`src/rtl/commit_trace_buffer.sv`:
```
// commit_trace_buffer: captures WB register writes and EX overflows into a
// small FIFO that a debug host drains over a first-word-fall-through
// valid/ready port. Up to two entries are pushed per cycle: the WB entry goes
// first because it belongs to the older instruction.
module commit_trace_buffer #(
  parameter int DEPTH         = 16,
  parameter int AW            = 4,
  parameter int FREEZE_ON_EXC = 1
) (
  input  logic          clk,
  input  logic          rst,
  input  logic          arm,
  input  logic          clear,
  input  logic          wb_valid,
  input  logic [3:0]    wb_reg,
  input  logic [15:0]   wb_data,
  input  logic          exc_valid,
  input  logic [15:0]   exc_pc,
  output logic          rd_valid,
  input  logic          rd_ready,
  output logic [21:0]   rd_data,
  output logic [AW:0]   count,
  output logic [7:0]    dropped,
  output logic [1:0]    state
);

  typedef enum logic [1:0] {
    IDLE   = 2'b00,
    ARMED  = 2'b01,
    FROZEN = 2'b10
  } state_e;

  state_e        state_q, state_d;
  logic [21:0]   mem_q [DEPTH];
  logic [21:0]   mem_d [DEPTH];
  logic [AW-1:0] wr_ptr_q, wr_ptr_d;
  logic [AW-1:0] rd_ptr_q, rd_ptr_d;
  logic [AW:0]   count_q, count_d;
  logic [7:0]    dropped_q, dropped_d;

  logic          pop;
  logic          capture;
  logic          req_wb;
  logic          req_exc;
  logic          wr_wb;
  logic          wr_exc;
  logic [AW+1:0] free_slots;
  logic [1:0]    n_push;
  logic [1:0]    n_drop;
  logic [8:0]    drop_sum;
  logic [21:0]   wb_entry;
  logic [21:0]   exc_entry;

  assign wb_entry  = {2'b00, wb_reg, wb_data};
  assign exc_entry = {2'b01, 4'hF, exc_pc};

  // Decide how many of this cycle's requests fit, counting a same-cycle pop as free space
  always_comb begin
    pop        = (count_q != '0) && rd_ready;
    capture    = (state_q == ARMED) && !clear;
    req_wb     = capture && wb_valid;
    req_exc    = capture && exc_valid;
    free_slots = (AW+2)'(DEPTH) - (AW+2)'(count_q) + (AW+2)'(pop);
    wr_wb      = req_wb && (free_slots != '0);
    wr_exc     = req_exc && (free_slots > (AW+2)'(wr_wb));
    n_push     = {1'b0, wr_wb} + {1'b0, wr_exc};
    n_drop     = ({1'b0, req_wb} + {1'b0, req_exc}) - n_push;
  end

  // Capture state machine: clear wins over arm, and an overflow freezes capture when enabled
  always_comb begin
    state_d = state_q;
    if (clear) begin
      state_d = IDLE;
    end else begin
      case (state_q)
        IDLE:    if (arm) state_d = ARMED;
        ARMED:   if (exc_valid && (FREEZE_ON_EXC != 0)) state_d = FROZEN;
        FROZEN:  if (arm) state_d = ARMED;
        default: state_d = IDLE;
      endcase
    end
  end

  // Next storage, pointers, occupancy and saturating drop counter
  always_comb begin
    mem_d     = mem_q;
    wr_ptr_d  = wr_ptr_q;
    rd_ptr_d  = rd_ptr_q;
    count_d   = count_q;
    dropped_d = dropped_q;
    drop_sum  = {1'b0, dropped_q} + {7'd0, n_drop};
    if (clear) begin
      wr_ptr_d  = '0;
      rd_ptr_d  = '0;
      count_d   = '0;
      dropped_d = '0;
    end else begin
      if (wr_wb) begin
        mem_d[wr_ptr_q] = wb_entry;
      end
      if (wr_exc) begin
        mem_d[wr_ptr_q + AW'(wr_wb)] = exc_entry;
      end
      wr_ptr_d  = wr_ptr_q + AW'(n_push);
      rd_ptr_d  = rd_ptr_q + AW'(pop);
      count_d   = count_q + (AW+1)'(n_push) - (AW+1)'(pop);
      dropped_d = drop_sum[8] ? 8'hFF : drop_sum[7:0];
    end
  end

  // Control registers with synchronous reset
  always_ff @(posedge clk) begin
    if (rst) begin
      state_q   <= IDLE;
      wr_ptr_q  <= '0;
      rd_ptr_q  <= '0;
      count_q   <= '0;
      dropped_q <= '0;
    end else begin
      state_q   <= state_d;
      wr_ptr_q  <= wr_ptr_d;
      rd_ptr_q  <= rd_ptr_d;
      count_q   <= count_d;
      dropped_q <= dropped_d;
    end
  end

  // Entry storage needs no reset: rd_data is masked to zero while empty
  always_ff @(posedge clk) begin
    mem_q <= mem_d;
  end

  assign rd_valid = (count_q != '0);
  assign rd_data  = rd_valid ? mem_q[rd_ptr_q] : 22'd0;
  assign count    = count_q;
  assign dropped  = dropped_q;
  assign state    = state_q;

endmodule
```
`config.mk`:
```
export PLATFORM = sky130hd
export DESIGN_NAME = commit_trace_buffer
export DESIGN_NICKNAME = d
export VERILOG_FILES = /design/src/rtl/commit_trace_buffer.sv
export SDC_FILE = /design/constraint.sdc
export NUM_CORES = 1
export LEC_CHECK = 0
export ABC_AREA = 1
export BUFFER_PORTS_ARGS = -buffer_cell sky130_fd_sc_hd__buf_2
export CELL_PAD_IN_SITES_DETAIL_PLACEMENT = 1
export CELL_PAD_IN_SITES_GLOBAL_PLACEMENT = 2
export CORE_MARGIN = 4
export CORE_UTILIZATION = 37
export DETAILED_ROUTE_END_ITERATION = 8
export GPL_TIMING_DRIVEN = 0
export PLACE_DENSITY_LB_ADDON = 0.08
export SYNTH_ARGS = -nofsm -noshare
export SYNTH_HDL_FRONTEND = slang
export SYNTH_SLANG_ARGS = --single-unit
```
`constraint.sdc`:
```
create_clock -name clk -period 10.6 [get_ports clk]
set_input_delay 1.06 -clock clk [delete_from_list [all_inputs] [get_ports clk]]
set_output_delay 1.06 -clock clk [all_outputs]
set_load 0.01 [all_outputs]
```
==> reports/summary.txt <==
Status -> complete, but fails checks
Failing checks -> max-capacitance violations, max-slew violations
Tmin final -> 7751 ps
Die ar. -> 75670 sq um
Slowest stage cell on the critical path -> clkbuf_1
CP Class -> register to register
Seq cells post-synth -> 375
WL met2 -> 60630 um
Max Transition Viols Final -> 21
Top post-synthesis cells by area -> edfxtp_1 (40%), nor2_1 (14%), nand2_1 (14%)
Fin. Hold Viols -> 0
Root Buffer -> clkbuf_16
Largest net degree at the start of global routing -> 105
Ys flop type -> edfxtp_1
Grt total ovfl -> 0
Synth cell types -> 38
Pre-Repair DR Iteration Count -> 5
Clk_skew -> 20.16 ps
Syn. warnings -> 0
Arrival @ worst endpoint -> 8310 ps
CTS buffer count -> 50
H-Tree Depth -> 2
Async SR Flop Fraction -> 0%
Antenna-violating nets left -> 0
Finished Core Util -> 42.26%
GP Congestion -> 0.9907
Starting density of the core -> 37.49%
Core Region -> 70390 sq um
Clk_lat worst skew -> 630 ps
Final net count -> 3996
I/O Pins -> 81
MaxCap Viol Count -> 2
Final setup fails -> 0
Area occupied by multi-input gates -> 13510 sq um
Die width -> 275.1 um
Number of global-route vias before repair -> 28367
Post-synth EDFFs -> 352
Post-synth net total -> 3881
Port buffer count -> 60
Peak supply drop -> 0.1229 mV
Share of the synthesized area in the top cell type -> 40.05%
Syn Inst Count -> 3814
CTS tree -> built
Setup bufs post-CTS -> 0
Via count -> 29117
Global-route wire length before repair -> 199700 um
Chip height -> 275.1 um
CP max FO -> 10
Slew at the pin closest to its max-slew limit -> 1536 ps
Syn_area_per_cell -> 6.920 sq um
Hold-fix buffers at CTS -> 0
Critical Path Sink Type -> register
Worst setup SP type -> register
P per Cell Area -> 186.2 nW/um^2
Leak Pwr -> 13.11 nW
Required time worst endpoint -> 11160 ps
Sink Count -> 375
Max layer used -> met5
PnR Total Power -> 0.005539 W
DP Wirelength -> 99750 um
Drt total wl -> 140500 um
Row count -> 97
Max_slew headroom -> -2.402%
Initial antenna violation count -> 13
M1 wire length -> 58030 um
All-Layer GR Usage -> 36.40%
Synth Cell Area -> 26390 sq um
Slowest stage delay, CP -> 740 ps
Crit path top cell by count -> inv_1
Max clock buf depth -> 3
Sequential standard cell area -> 11030 sq um
WL/cell -> 28.58 um
Clock-pin slew on the worst setup and hold paths -> 60 ps
Vias/cell -> 5.924
Drt drc -> 0
Crit share post-route -> 73.13%
Layout cell share with drive strength beyond 1 -> 8.235%
Register area share after synthesis -> 41.79%
Cell taking the most area after synthesis -> edfxtp_1
DRT iter0 DRCs -> 3691
Tightest Hold Check Type -> register to register
RSZ-0062 raised after global routing -> no
Post-synthesis to final-layout area growth -> 12.71%
Wire length on met3 -> 14400 um
# fillers -> 9083
Post_cts resized -> 0
Highest Clock Rate -> 0.1290 GHz
-- area by class of cell --
| class | count | share of cell area, % |
|---|---|---|
| timing repair buffer | 63 | 1.287 |
| clock buffer | 64 | 4.732 |
| sequential | 375 | 37.08 |
| buffer | 319 | 4.854 |
| tap | 940 | 3.954 |
| inverter | 109 | 1.409 |
| multi-input combinational | 3011 | 45.41 |
| clock inverter | 30 | 1.241 |
| antenna | 4 | 0.03365 |
-- cell usage in the layout, fill, tap and decap left out, drive strengths merged, types with 21 or more instances in the layout --
master,n
nand3,351
inv,108
o22ai,26
o21ai,448
o221ai,41
nor2,1022
dfxtp,23
o211ai,45
clkinv,22
nand2,964
ha,21
buf,218
clkbuf,228
edfxtp,352
a21oi,46
-- synthesized netlist by cell type (9+ instances only) --
cell and instances:
dfxtp_1 23, nor2_2 13, buf_1 41, nor3_1 9, nand4_1 9, a21oi_1 46, inv_1 91, nor2_1 985
ha_1 21, inv_2 15, o22ai_1 26, o221ai_1 41, o21ai_0 448, nand3_1 345, nand2_1 963, edfxtp_1 352
buf_2 79, clkbuf_1 164, nand4_2 9, o211ai_1 45, buf_4 31, nor2_4 23
-- worst paths after layout --
| kind | slack [ps] | cells past startpoint | to | start |
|---|---|---|---|---|
| worst max register to register | 2850 | 41 | dropped[5] | count[3] |
| worst max-delay path | 2850 | 41 | dropped[5] | count[3] |
| worst min register to register | 510 | 1 | dropped[6] | dropped[6] |
| worst min-delay path | 510 | 1 | dropped[6] | dropped[6] |
-- where the power goes --
| group | switching, W | leakage, nW | internal, W |
|---|---|---|---|
| sequential | 0.000110 | 3.64 | 0.00177 |
| combinational | 0.00133 | 8.59 | 0.000414 |
| clock | 0.000760 | 0.879 | 0.00115 |
-- sequential cells by signal, indices dropped and copies added, names as in the netlist --
register,flops
state,2
wr_ptr_q,4
rd_ptr_q,4
dropped,8
mem_q,352
count,5
-- cell families after synthesis --
| group | Yosys count | synth area share, % |
|---|---|---|
| AO/OA/AOI/OAI | 610 | 12.75 |
| adder cells (fa/ha/maj) | 24 | 1.223 |
| flip-flops | 375 | 41.79 |
| AND/OR/NAND/NOR | 2367 | 36.81 |
| XOR/XNOR | 10 | 0.4030 |
| buffers and inverters | 428 | 7.026 |
-- critical path, delay by kind of cell, from the launching register on --
family	cells	cell delay (ps)
AO/OA/AOI/OAI	2	180
XOR/XNOR	3	610
adder cells (fa/ha/maj)	7	1710
buffers and inverters	13	2420
AND/OR/NAND/NOR	16	2460
flip-flops	1	300
-- metal layers --
metal / vias to the layer above / track usage [%]
met4: 2 / 16.48
met1: 14315 / 49.37
li1: 12905 / -
met3: 368 / 7.963
met5: - / 0
met2: 1527 / 55.74
-- through the flow --
stage	setup TNS [ps]	instances	setup slack [ps]	instance area [sq um]	hold slack (ps)
6_report	0	4915	2849	29750	505.1
3_5_place_dp	0	4817	2958	27960	486.7
5_1_grt	0	4911	2225	29740	559.5
3_3_place_gp	-114330	4814	-2018	27870	485.7
4_1_cts	0	4911	2908	29740	500.4
2_1_floorplan	0	3814	1613	26390	478.7
No activity file was read; power rests on OpenSTA's default activity.
